==> config.mk <==
export PLATFORM = sky130hd
export DESIGN_NAME = avalonsemi_5401_mem_if
export DESIGN_NICKNAME = d
export VERILOG_FILES = /design/src/rtl/avalonsemi_5401_pkg.sv /design/src/rtl/avalonsemi_5401_req_fifo.sv /design/src/rtl/avalonsemi_5401_mem_if.sv
export SDC_FILE = /design/constraint.sdc
export NUM_CORES = 1
export LEC_CHECK = 0
export BUFFER_PORTS_ARGS = -buffer_cell sky130_fd_sc_hd__buf_2
export CORE_ASPECT_RATIO = 0.8
export CORE_MARGIN = 2
export CORE_UTILIZATION = 55
export CTS_BUF_LIST = sky130_fd_sc_hd__clkbuf_8
export DETAILED_ROUTE_END_ITERATION = 8
export PLACE_DENSITY = 0.74
export SYNTH_ARGS = -nofsm -noshare
export SYNTH_HDL_FRONTEND = slang
export SYNTH_SLANG_ARGS = --single-unit
export TNS_END_PERCENT = 20
==> constraint.sdc <==
create_clock -name CLK -period 5.14 [get_ports CLK]
set_input_delay 0 -clock CLK [delete_from_list [all_inputs] [get_ports CLK]]
set_output_delay 0 -clock CLK [all_outputs]
set_load 0.01 [all_outputs]
==> src/rtl/avalonsemi_5401_pkg.sv <==
// Shared types for the 5401 CPU memory interface: command codes,
// FIFO geometry and the queued memory request bundle.
package avalonsemi_5401_pkg;

    localparam int unsigned FIFO_DEPTH = 4;
    localparam int unsigned PTR_W      = 2;
    localparam int unsigned CNT_W      = 3;
    localparam int unsigned ADDR_W     = 12;

    typedef enum logic [1:0] {
        CMD_NOP     = 2'b00,
        CMD_ADDR_LO = 2'b01,
        CMD_ADDR_HI = 2'b10,
        CMD_DATA    = 2'b11
    } cmd_e;

    typedef enum logic {
        ST_IDLE = 1'b0,
        ST_REQ  = 1'b1
    } st_e;

    typedef struct packed {
        logic [ADDR_W-1:0] addr;
        logic              we;
        logic [3:0]        wdata;
    } req_t;

endpackage

==> src/rtl/avalonsemi_5401_req_fifo.sv <==
// Four-entry request FIFO; a push while full is taken only
// when a pop frees the head slot in the same cycle.
module avalonsemi_5401_req_fifo
    import avalonsemi_5401_pkg::*;
(
    input  logic             clk,
    input  logic             rst_n,
    input  logic             i_push,
    input  logic             i_pop,
    input  req_t             i_data,
    output logic             o_full,
    output logic             o_empty,
    output logic [CNT_W-1:0] o_count,
    output req_t             o_head
);

    logic [PTR_W-1:0] r_wptr;
    logic [PTR_W-1:0] r_rptr;
    logic [CNT_W-1:0] r_count;
    req_t             r_mem [FIFO_DEPTH];
    logic             w_push;
    logic             w_pop;

    assign o_count = r_count;
    assign o_empty = (r_count == '0);
    assign o_full  = (r_count == CNT_W'(FIFO_DEPTH));
    assign o_head  = r_mem[r_rptr];
    assign w_pop   = i_pop && !o_empty;
    assign w_push  = i_push && (!o_full || w_pop);

    always_ff @(posedge clk or negedge rst_n) begin
        if (!rst_n) begin
            r_wptr  <= '0;
            r_rptr  <= '0;
            r_count <= '0;
            for (int i = 0; i < FIFO_DEPTH; i++) begin
                r_mem[i] <= '0;
            end
        end else begin
            if (w_push) begin
                r_mem[r_wptr] <= i_data;
                r_wptr        <= r_wptr + 1'b1;
            end
            if (w_pop) begin
                r_rptr <= r_rptr + 1'b1;
            end
            r_count <= r_count + CNT_W'(w_push) - CNT_W'(w_pop);
        end
    end

endmodule

==> src/rtl/avalonsemi_5401_mem_if.sv <==
// 5401 CPU io_out command decoder feeding a queued memory port.
// Define AVALONSEMI_5401_AUTOINC_EN to post-increment addr on DATA.
module avalonsemi_5401_mem_if
    import avalonsemi_5401_pkg::*;
(
    input  logic              CLK,
    input  logic              RST,
    input  logic [7:0]        cpu_io_out,
    output logic [3:0]        cpu_data_in,
    output logic              cpu_ef0,
    output logic              cpu_ef1,
    output logic              mem_req,
    output logic              mem_we,
    output logic [ADDR_W-1:0] mem_addr,
    output logic [3:0]        mem_wdata,
    input  logic [3:0]        mem_rdata,
    input  logic              mem_ready,
    output logic              ovf
);

    logic [7:0]        r_cpu_q;
    logic              r_armed;
    logic [ADDR_W-1:0] r_addr;
    logic              r_ovf;
    st_e               r_state;
    logic              r_mem_req;
    logic              r_mem_we;
    logic [ADDR_W-1:0] r_mem_addr;
    logic [3:0]        r_mem_wdata;
    logic [3:0]        r_rdata;
    logic              r_ef1;

    cmd_e              w_cmd;
    logic              w_exec;
    logic              w_data_cmd;
    logic              w_pop;
    logic              w_push_ok;
    logic              w_full;
    logic              w_empty;
    logic [CNT_W-1:0]  w_count;
    req_t              w_req;
    req_t              w_head;
    req_t              w_next;
    logic              w_unused;

    assign w_cmd      = cmd_e'(r_cpu_q[7:6]);
    assign w_exec     = r_armed && (w_cmd != CMD_NOP);
    assign w_data_cmd = w_exec && (w_cmd == CMD_DATA);
    assign w_pop      = (r_state == ST_REQ) && mem_ready;
    assign w_push_ok  = w_data_cmd && (!w_full || w_pop);
    assign w_req      = '{addr: r_addr, we: r_cpu_q[5], wdata: r_cpu_q[3:0]};
    assign w_unused   = r_cpu_q[4];
    // Bypass the FIFO head when empty so a fresh push reaches the bus a cycle early
    assign w_next     = w_empty ? w_req : w_head;

    avalonsemi_5401_req_fifo u_fifo (
        .clk     (CLK),
        .rst_n   (RST),
        .i_push  (w_push_ok),
        .i_pop   (w_pop),
        .i_data  (w_req),
        .o_full  (w_full),
        .o_empty (w_empty),
        .o_count (w_count),
        .o_head  (w_head)
    );

    always_ff @(posedge CLK or negedge RST) begin
        if (!RST) begin
            r_cpu_q <= '0;
            r_armed <= 1'b1;
            r_addr  <= '0;
            r_ovf   <= 1'b0;
        end else begin
            r_cpu_q <= cpu_io_out;
            if (w_cmd == CMD_NOP) begin
                r_armed <= 1'b1;
            end else if (w_exec) begin
                r_armed <= 1'b0;
            end
            if (w_exec && w_cmd == CMD_ADDR_LO) begin
                r_addr[5:0] <= r_cpu_q[5:0];
            end
            if (w_exec && w_cmd == CMD_ADDR_HI) begin
                r_addr[11:6] <= r_cpu_q[5:0];
            end
`ifdef AVALONSEMI_5401_AUTOINC_EN
            if (w_push_ok) begin
                r_addr <= r_addr + 12'd1;
            end
`endif
            if (w_data_cmd && !w_push_ok) begin
                r_ovf <= 1'b1;
            end
        end
    end

    always_ff @(posedge CLK or negedge RST) begin
        if (!RST) begin
            r_state     <= ST_IDLE;
            r_mem_req   <= 1'b0;
            r_mem_we    <= 1'b0;
            r_mem_addr  <= '0;
            r_mem_wdata <= '0;
            r_rdata     <= '0;
            r_ef1       <= 1'b0;
        end else begin
            unique case (r_state)
                ST_IDLE: begin
                    if (!w_empty || w_push_ok) begin
                        r_state     <= ST_REQ;
                        r_mem_req   <= 1'b1;
                        r_mem_we    <= w_next.we;
                        r_mem_addr  <= w_next.addr;
                        r_mem_wdata <= w_next.wdata;
                    end
                end
                ST_REQ: begin
                    if (mem_ready) begin
                        r_state   <= ST_IDLE;
                        r_mem_req <= 1'b0;
                        if (!r_mem_we) begin
                            r_rdata <= mem_rdata;
                            r_ef1   <= 1'b1;
                        end
                    end
                end
                default: r_state <= ST_IDLE;
            endcase
            // A newly issued read invalidates any older completed data
            if (w_data_cmd && !r_cpu_q[5]) begin
                r_ef1 <= 1'b0;
            end
        end
    end

    assign mem_req     = r_mem_req;
    assign mem_we      = r_mem_we;
    assign mem_addr    = r_mem_addr;
    assign mem_wdata   = r_mem_wdata;
    assign cpu_data_in = r_rdata;
    assign cpu_ef1     = r_ef1;
    assign ovf         = r_ovf;
    assign cpu_ef0     = (w_count != '0) || (r_state == ST_REQ);

endmodule

==> results of run 1 <==
-- how the worst min path moves through the flow --
stage                              from              to  slack (ns)
after global placement    cpu_io_out[1]      r_cpu_q[1]        0.11
final                     cpu_io_out[4]      r_cpu_q[4]        0.20
after detailed placement  cpu_io_out[1]      r_cpu_q[1]        0.11
after global routing      cpu_io_out[0]      r_cpu_q[0]        0.18
after floorplan                     RST  cpu_data_in[0]       -0.30
after CTS                 cpu_io_out[1]      r_cpu_q[1]        0.17
-- registers in the layout, summed over array words and instances (netlist names) --
register        cells
u_fifo.r_wptr       2
mem_we              1
u_fifo.r_rptr       2
ovf                 1
mem_addr           12
cpu_data_in         4
r_addr             12
r_state             1
r_cpu_q             8
u_fifo.r_mem       68
mem_wdata           4
mem_req             1
r_armed             1
cpu_ef1             1
u_fifo.o_count      3
-- final cells by class --
cell class	count	area (µm²)	share of cell area [%]
Tap cell	119	149	2.42
Sequential cell	121	3030	49.2
Inverter	7	26.3	0.427
Clock buffer	22	303	4.92
Clock inverter	10	124	2.01
Timing Repair Buffer	59	383	6.22
Multi-Input combinational cell	202	2140	34.8
-- where the power goes --
part	internal [mW]	switching (mW)	leakage, nW
registers	1.32	0.286	1.53
logic	0.627	0.447	1.10
clock network	0.536	0.360	0.228
total	2.49	1.09	2.86
-- layer usage --
layer | vias up | part of all wire [%]
li1 | 1444 | -
met1 | 1708 | 47
met2 | 92 | 47
met5 | - | 0
met4 | 0 | 1.2
met3 | 13 | 5.4
-- cells by family (layout without fill, tap and decap cells) --
group	Yosys count	after routing	share of synthesized area, %
flip-flops	121	121	56.7
adder cells (fa/ha/maj)	7	7	1.78
XOR/XNOR	5	5	0.820
AO/OA/AOI/OAI	28	28	4.41
buffers and inverters	30	98	3.12
AND/OR/NAND/NOR	50	50	5.88
multiplexers	112	112	27.3
-- repair_timing --
action | in CTS | in global routing
hold buffers | 14 | 0
gates resized for setup | 0 | 0
endpoints found under the setup margin | 0 | 0
endpoints found under the hold margin | 84 | 0
-- placed cells by master (no fill, tap or decap), types with 2 or more instances in the layout --
cell / count
a21oi_1: 3
a21oi_2: 4
a2bb2oi_1: 10
buf_2: 38
buf_4: 7
bufinv_16: 3
clkbuf_8: 22
clkinv_2: 3
dfrtp_1: 120
dlygate4sd3_1: 14
ha_1: 6
inv_1: 10
mux2_2: 81
mux2_4: 4
mux2i_1: 10
mux4_2: 17
nand2_1: 2
nand3_1: 15
nand3b_1: 2
nand4_1: 12
nand4b_1: 11
nor2_1: 3
o211ai_1: 7
xnor2_1: 4
-- per-stage QoR --
step / cells / cell area (µm²) / hold slack [ns]
6_report: 540 / 6160 / 0.196
4_1_cts: 540 / 6160 / 0.172
2_1_floorplan: 353 / 5340 / -0.296
3_5_place_dp: 494 / 5590 / 0.109
3_3_place_gp: 494 / 5590 / 0.107
5_1_grt: 540 / 6160 / 0.181
==> metrics.cfg, run 1 <==
[synth]
yosys-top-cells-count = dfrtp_1, mux2_2, mux4_2
synthMostInstantiatedCell = dfrtp_1
post_synth.cell_area_avg_um2 = 15.1
yosysTopAreaCellShare_pct = 56.2
async_flop_share_pct = 100
synthFlopType = dfrtp_1
yosysSeqAreaShare_pct = 56.7
synth_edf_count = 0
ys_seq_elements = 121
syn_nets = 375
synth_area_mm2 = 0.00534
yosys.cell_types.count = 35
yosysWarnings = 0
synthCells = 353
yosys.area.top_type = dfrtp_1
synth.area.top_cells = dfrtp_1, mux2_2, mux4_2, mux2i_1, nand4b_1

[grt]
grt_pass1_wl_um = 18400
grt-ovfl-total = 0
met2_usage_pct = 34.0
grt_usage_pct = 23.9
use_met3_pct = 7.53
grt_pass1_vias = 3399
grt_use_met1_pct = 34.6
busiest_layer = met1
grt_max_degree = 72
antenna_found_initial = 0

[floorplanning]
die_h_um = 92.1
row_count = 32
initial_core_util_pct = 56.0
fp.coreArea_mm2 = 0.00953
dieArea_mm2 = 0.0105
dieWidth_um = 114
pin_count = 40

[worst_setup_path]
timing.rr.end = u_fifo.o_count[2]
slowest_delay_ns = 0.84
crit_path_start_kind = register
startpoint = u_fifo.o_count[2]
endpoint = u_fifo.o_count[2]
crit_path_top_delay_cell = nor3_2
required_ns = 5.46
r2r_start = u_fifo.o_count[2]
cp_max_fo = 17
cp-end-kind = register
cp_cell_sequence = nor3_2 -> nor2_1 -> ha_1 -> inv_1 -> ha_1 -> fa_1 -> xnor2_1 -> xnor2_1
r2r_setup_slack_ns = 2.26
critical_path_class = reg2reg
crit_family = simple AND/OR/NAND/NOR gates
critical_path_cell_count = 8
crit_arrival_ns = 3.20
critical_path_buf_inv_count = 1
r2r_cells = 8

[drt]
vias = 3257
drc = 0
dr.pass1.iters = 4
routed_wl_um = 11200
viasPerCell = 6.03
drtAntennaViolNets = 0
drt-wirelength-per-cell_um = 20.7
drt_first_iter_violations = 254

[sta]
maxSlewHeadroom_pct = 20.5
rsz0062_at_grt = no
worstMarginPinSlew_ns = 1.19
timing.fmax_ghz = 0.348
layout_min_cycle_time_ns = 2.88
fin_skew_ns = 0.00986
drv_slew = 0
final.setup.worst_slack_ns = 2.26
setup-tns-final_ns = 0
setup_violations = 0
final.period_utilization_pct = 55.9
final_hold_viol_count = 0

[clocking]
cts_max_level = 4
cts_root_buffer = clkbuf_8
insertion_delay_ns = 0.44
cts_buffer_depth = 2
cts_tree = yes
post_cts_buffers = 0
cts-buffers-inserted = 17
cts.clk_slew.worst_paths_ns = 0.07
cts_sinks = 121

[pwr]
finalPower_mw = 3.58
vdd_drop_max_mv = 0.324
power_leakage_nw = 2.86
p_per_area_mw_per_mm2 = 582

[worst_hold_path]
hold_depth = 2
min_path_type = in2reg

[place]
place_congestion = 0.802
pre_cts_ws_ns = 2.33
io_buffers = 39
hpwlAfterDp_um = 6600

[final_layout]
drive_above_1_share_pct = 43.7
final_util_pct = 64.6
synthToLayoutAreaGrowth_pct = 15.3
diodes = 0
num-fill-cells = 712
layout.nets = 430

[run_status]
run_status = complete, no violations

[run]
drv_cap = 0

(Power assumes the default switching activity.)
==> run 2: changes to the inputs <==
--- a/config.mk
+++ b/config.mk
@@ -11,7 +11,7 @@
 export CORE_UTILIZATION = 55
 export CTS_BUF_LIST = sky130_fd_sc_hd__clkbuf_8
 export DETAILED_ROUTE_END_ITERATION = 8
-export PLACE_DENSITY = 0.74
+export PLACE_DENSITY = 0.77
 export SYNTH_ARGS = -nofsm -noshare
 export SYNTH_HDL_FRONTEND = slang
 export SYNTH_SLANG_ARGS = --single-unit
==> constraint.sdc (replaced) <==
create_clock -name CLK -period 2.5 [get_ports CLK]
set_input_delay 0 -clock CLK [delete_from_list [all_inputs] [get_ports CLK]]
set_output_delay 0 -clock CLK [all_outputs]
set_load 0.01 [all_outputs]
==> run 2 against run 1 <==
First-iteration DRC count down 10%. Fmax grew 35%. Cell count is 1.7% higher. Cell area increased by 1.3%. Non-clock buffer count up 10. Routed wire length is 3.6% lower. Clock-buffer cell count fell by 5. Die area stayed put. Via count shrank 0.77%. Largest cell class unchanged.
==> metrics.cfg, run 2 (synthesis results as in run 1) <==
[worst_setup_path]
required_ns = 2.86  ; -2.60 ns
crit_path_top_delay_cell = dfrtp_1
critical_path_buf_inv_count = 1  ; unchanged
timing.rr.end = u_fifo.o_count[2]
endpoint = u_fifo.o_count[2]
r2r_setup_slack_ns = 0.38  ; -1.89 ns
critical_path_class = reg2reg
crit_path_start_kind = register
startpoint = u_fifo.o_count[2]
r2r_start = u_fifo.o_count[2]
crit_arrival_ns = 2.49  ; -0.71 ns
slowest_delay_ns = 0.52  ; -0.32 ns
crit_family = adder cells
critical_path_cell_count = 8  ; unchanged
cp_cell_sequence = nor3_2 -> nor2_1 -> ha_1 -> inv_1 -> ha_1 -> fa_1 -> xnor2_1 -> xnor2_1
cp-end-kind = register
cp_max_fo = 9  ; -8
r2r_cells = 8  ; unchanged

[pwr]
power.internal_mw = 5.13  ; +110%
p_comb_share_pct = 30.9  ; +0.9 points
vdd_drop_max_mv = 0.699  ; +120%
finalPower_mw = 7.40  ; +110%
pwr-share-seq_pct = 44.2  ; -0.8 points
switching_share_pct = 30.7  ; +0.18 points
switchingPower_mw = 2.28  ; +110%
p_per_area_mw_per_mm2 = 1190  ; +100%
clkPwrFrac_pct = 24.9  ; about the same
power_leakage_nw = 2.89  ; +1.0%

[sta]
rsz0062_at_grt = no
final.period_utilization_pct = 85.0  ; +29 points
final_hold_viol_count = 0  ; unchanged
timing.fmax_ghz = 0.471  ; +35%
maxSlewHeadroom_pct = 41.6  ; +21 points
fin_skew_ns = 0.0150  ; +0.00512 ns
drv_slew = 0  ; unchanged
worstMarginPinSlew_ns = 0.877  ; -0.315 ns
layout_min_cycle_time_ns = 2.12  ; -0.751 ns
setup_violations = 0  ; unchanged
setup-tns-final_ns = 0  ; unchanged

[final_layout]
layout_common_cells = dfrtp_1, mux2_2, buf_2
largest_reg_flops = 68  ; unchanged
num-fill-cells = 713  ; +0.14%
drive_above_1_share_pct = 45.3  ; +1.6 points
layout_commonest_cell = dfrtp_1
regMostFlops = u_fifo.r_mem
layout.nets = 440  ; +2.3%
diodes = 0  ; unchanged
synthToLayoutAreaGrowth_pct = 16.8

[clocking]
cts_root_buffer = clkbuf_8
cts_max_level = 4  ; unchanged
cts_buffer_depth = 2  ; unchanged
cts_sinks = 121  ; unchanged
cts.clk_slew.worst_paths_ns = 0.07  ; about the same
cts_tree = yes
post_cts_buffers = 0  ; unchanged
cts-buffers-inserted = 17  ; unchanged
cts_resized = 0  ; unchanged
insertion_delay_ns = 0.44  ; about the same

[grt]
grt_max_degree = 122  ; +69%
grt_pass1_vias = 3283  ; -3.4%
grt-ovfl-total = 0  ; unchanged
antenna_found_initial = 0  ; unchanged
grt_usage_pct = 22.4  ; -1.4 points
grt_pass1_wl_um = 17500  ; -5.1%

[drt]
routed_wl_um = 10800  ; -3.6%
wl_met3_um = 470  ; -22%
dr.pass1.iters = 4  ; unchanged
drt_first_iter_violations = 228  ; -10%
met2_length_um = 5000  ; -4.6%
drc = 0  ; unchanged
wl_met1_um = 5160  ; -0.96%
viasPerCell = 5.89  ; -2.4%
highest_layer = met4
vias = 3232  ; -0.77%
drtAntennaViolNets = 0  ; unchanged
drt-wirelength-per-cell_um = 19.6  ; -5.2%

[floorplanning]
die_h_um = 92.1  ; unchanged
pin_count = 40  ; unchanged
initial_core_util_pct = 56.0  ; unchanged
row_count = 32  ; unchanged
fp.coreArea_mm2 = 0.00953  ; unchanged
dieArea_mm2 = 0.0105  ; unchanged
dieWidth_um = 114  ; unchanged

[run_status]
run_status = complete, no violations

[place]
hpwlAfterDp_um = 6530  ; -1.0%
io_buffers = 39  ; unchanged
place_congestion = 0.775  ; -3.5%

[worst_hold_path]
min_path_type = in2async

[run]
drv_cap = 0  ; unchanged

==> run 2: changes by cell type in the layout (fill, tap and decap cells not counted), sizes merged <==
cell	before	now
bufinv	3	4
buf	45	55
clkinvlp	1	4
clkinv	3	5
inv	10	8
clkbuf	22	17
==> run 2: layer usage <==
layer / global-route usage (%) / vias up
li1: - / 1448
met1: 32.5 / 1704
met2: 32.6 / 65
met3: 6.61 / 15
met4: 7.72 / 0
met5: 0 / -
==> run 2: worst min path at each step <==
stage                  endpoint  slack, ns  cells after the start
6_report       u_fifo.r_mem[42]       0.17                      3
5_1_grt              r_cpu_q[2]       0.17                      2
4_1_cts              r_cpu_q[4]       0.17                      2
3_5_place_dp         r_cpu_q[0]       0.11                      1
3_3_place_gp         r_cpu_q[3]       0.11                      1
2_1_floorplan    cpu_data_in[0]      -0.30                      0
==> run 2: area by class of cell <==
| cell class | instances | area [µm²] | area share, % |
|---|---|---|---|
| repair buffers | 69 | 470 | 7.55 |
| multi-input cells | 202 | 2140 | 34.4 |
| flip-flops and latches | 121 | 3030 | 48.6 |
| inverters | 7 | 26.3 | 0.421 |
| well taps | 119 | 149 | 2.39 |
| clock inverters | 14 | 183 | 2.93 |
| clock buffers | 17 | 234 | 3.75 |
==> run 2: power groups by stage <==
stage	clock (mW)	combinational [mW]	sequential, mW
floorplan	0	1.74	3.15
detailed placement	0	2.30	3.29
global route	1.96	2.50	3.37
CTS	1.88	2.32	3.26
finish	1.85	2.29	3.27
global placement	0	2.23	3.24
==> run 2: worst min-delay path, cell delays in order <==
cell and delay (ns):
dlygate4sd3_1 0.53, buf_4 0.12, buf_12 0.43
==> run 2: through the flow <==
step                area [µm²]  std cells  utilization (%)  hold slack, ns  setup WS, ns
floorplan                 5340        353                -          -0.296         0.329
global placement          5680        504             59.6           0.108         0.492
detailed placement        5680        504             59.6           0.110         0.411
CTS                       6230        549             65.4           0.172         0.401
global route              6230        549             65.4           0.174         0.253
finish                    6230        549             65.4           0.168         0.376
==> run 2: repair_timing <==
action | in CTS | in global routing
endpoints found under the hold margin | 135 | 0
hold buffers | 14 | 0
endpoints found under the setup margin | 0 | 0
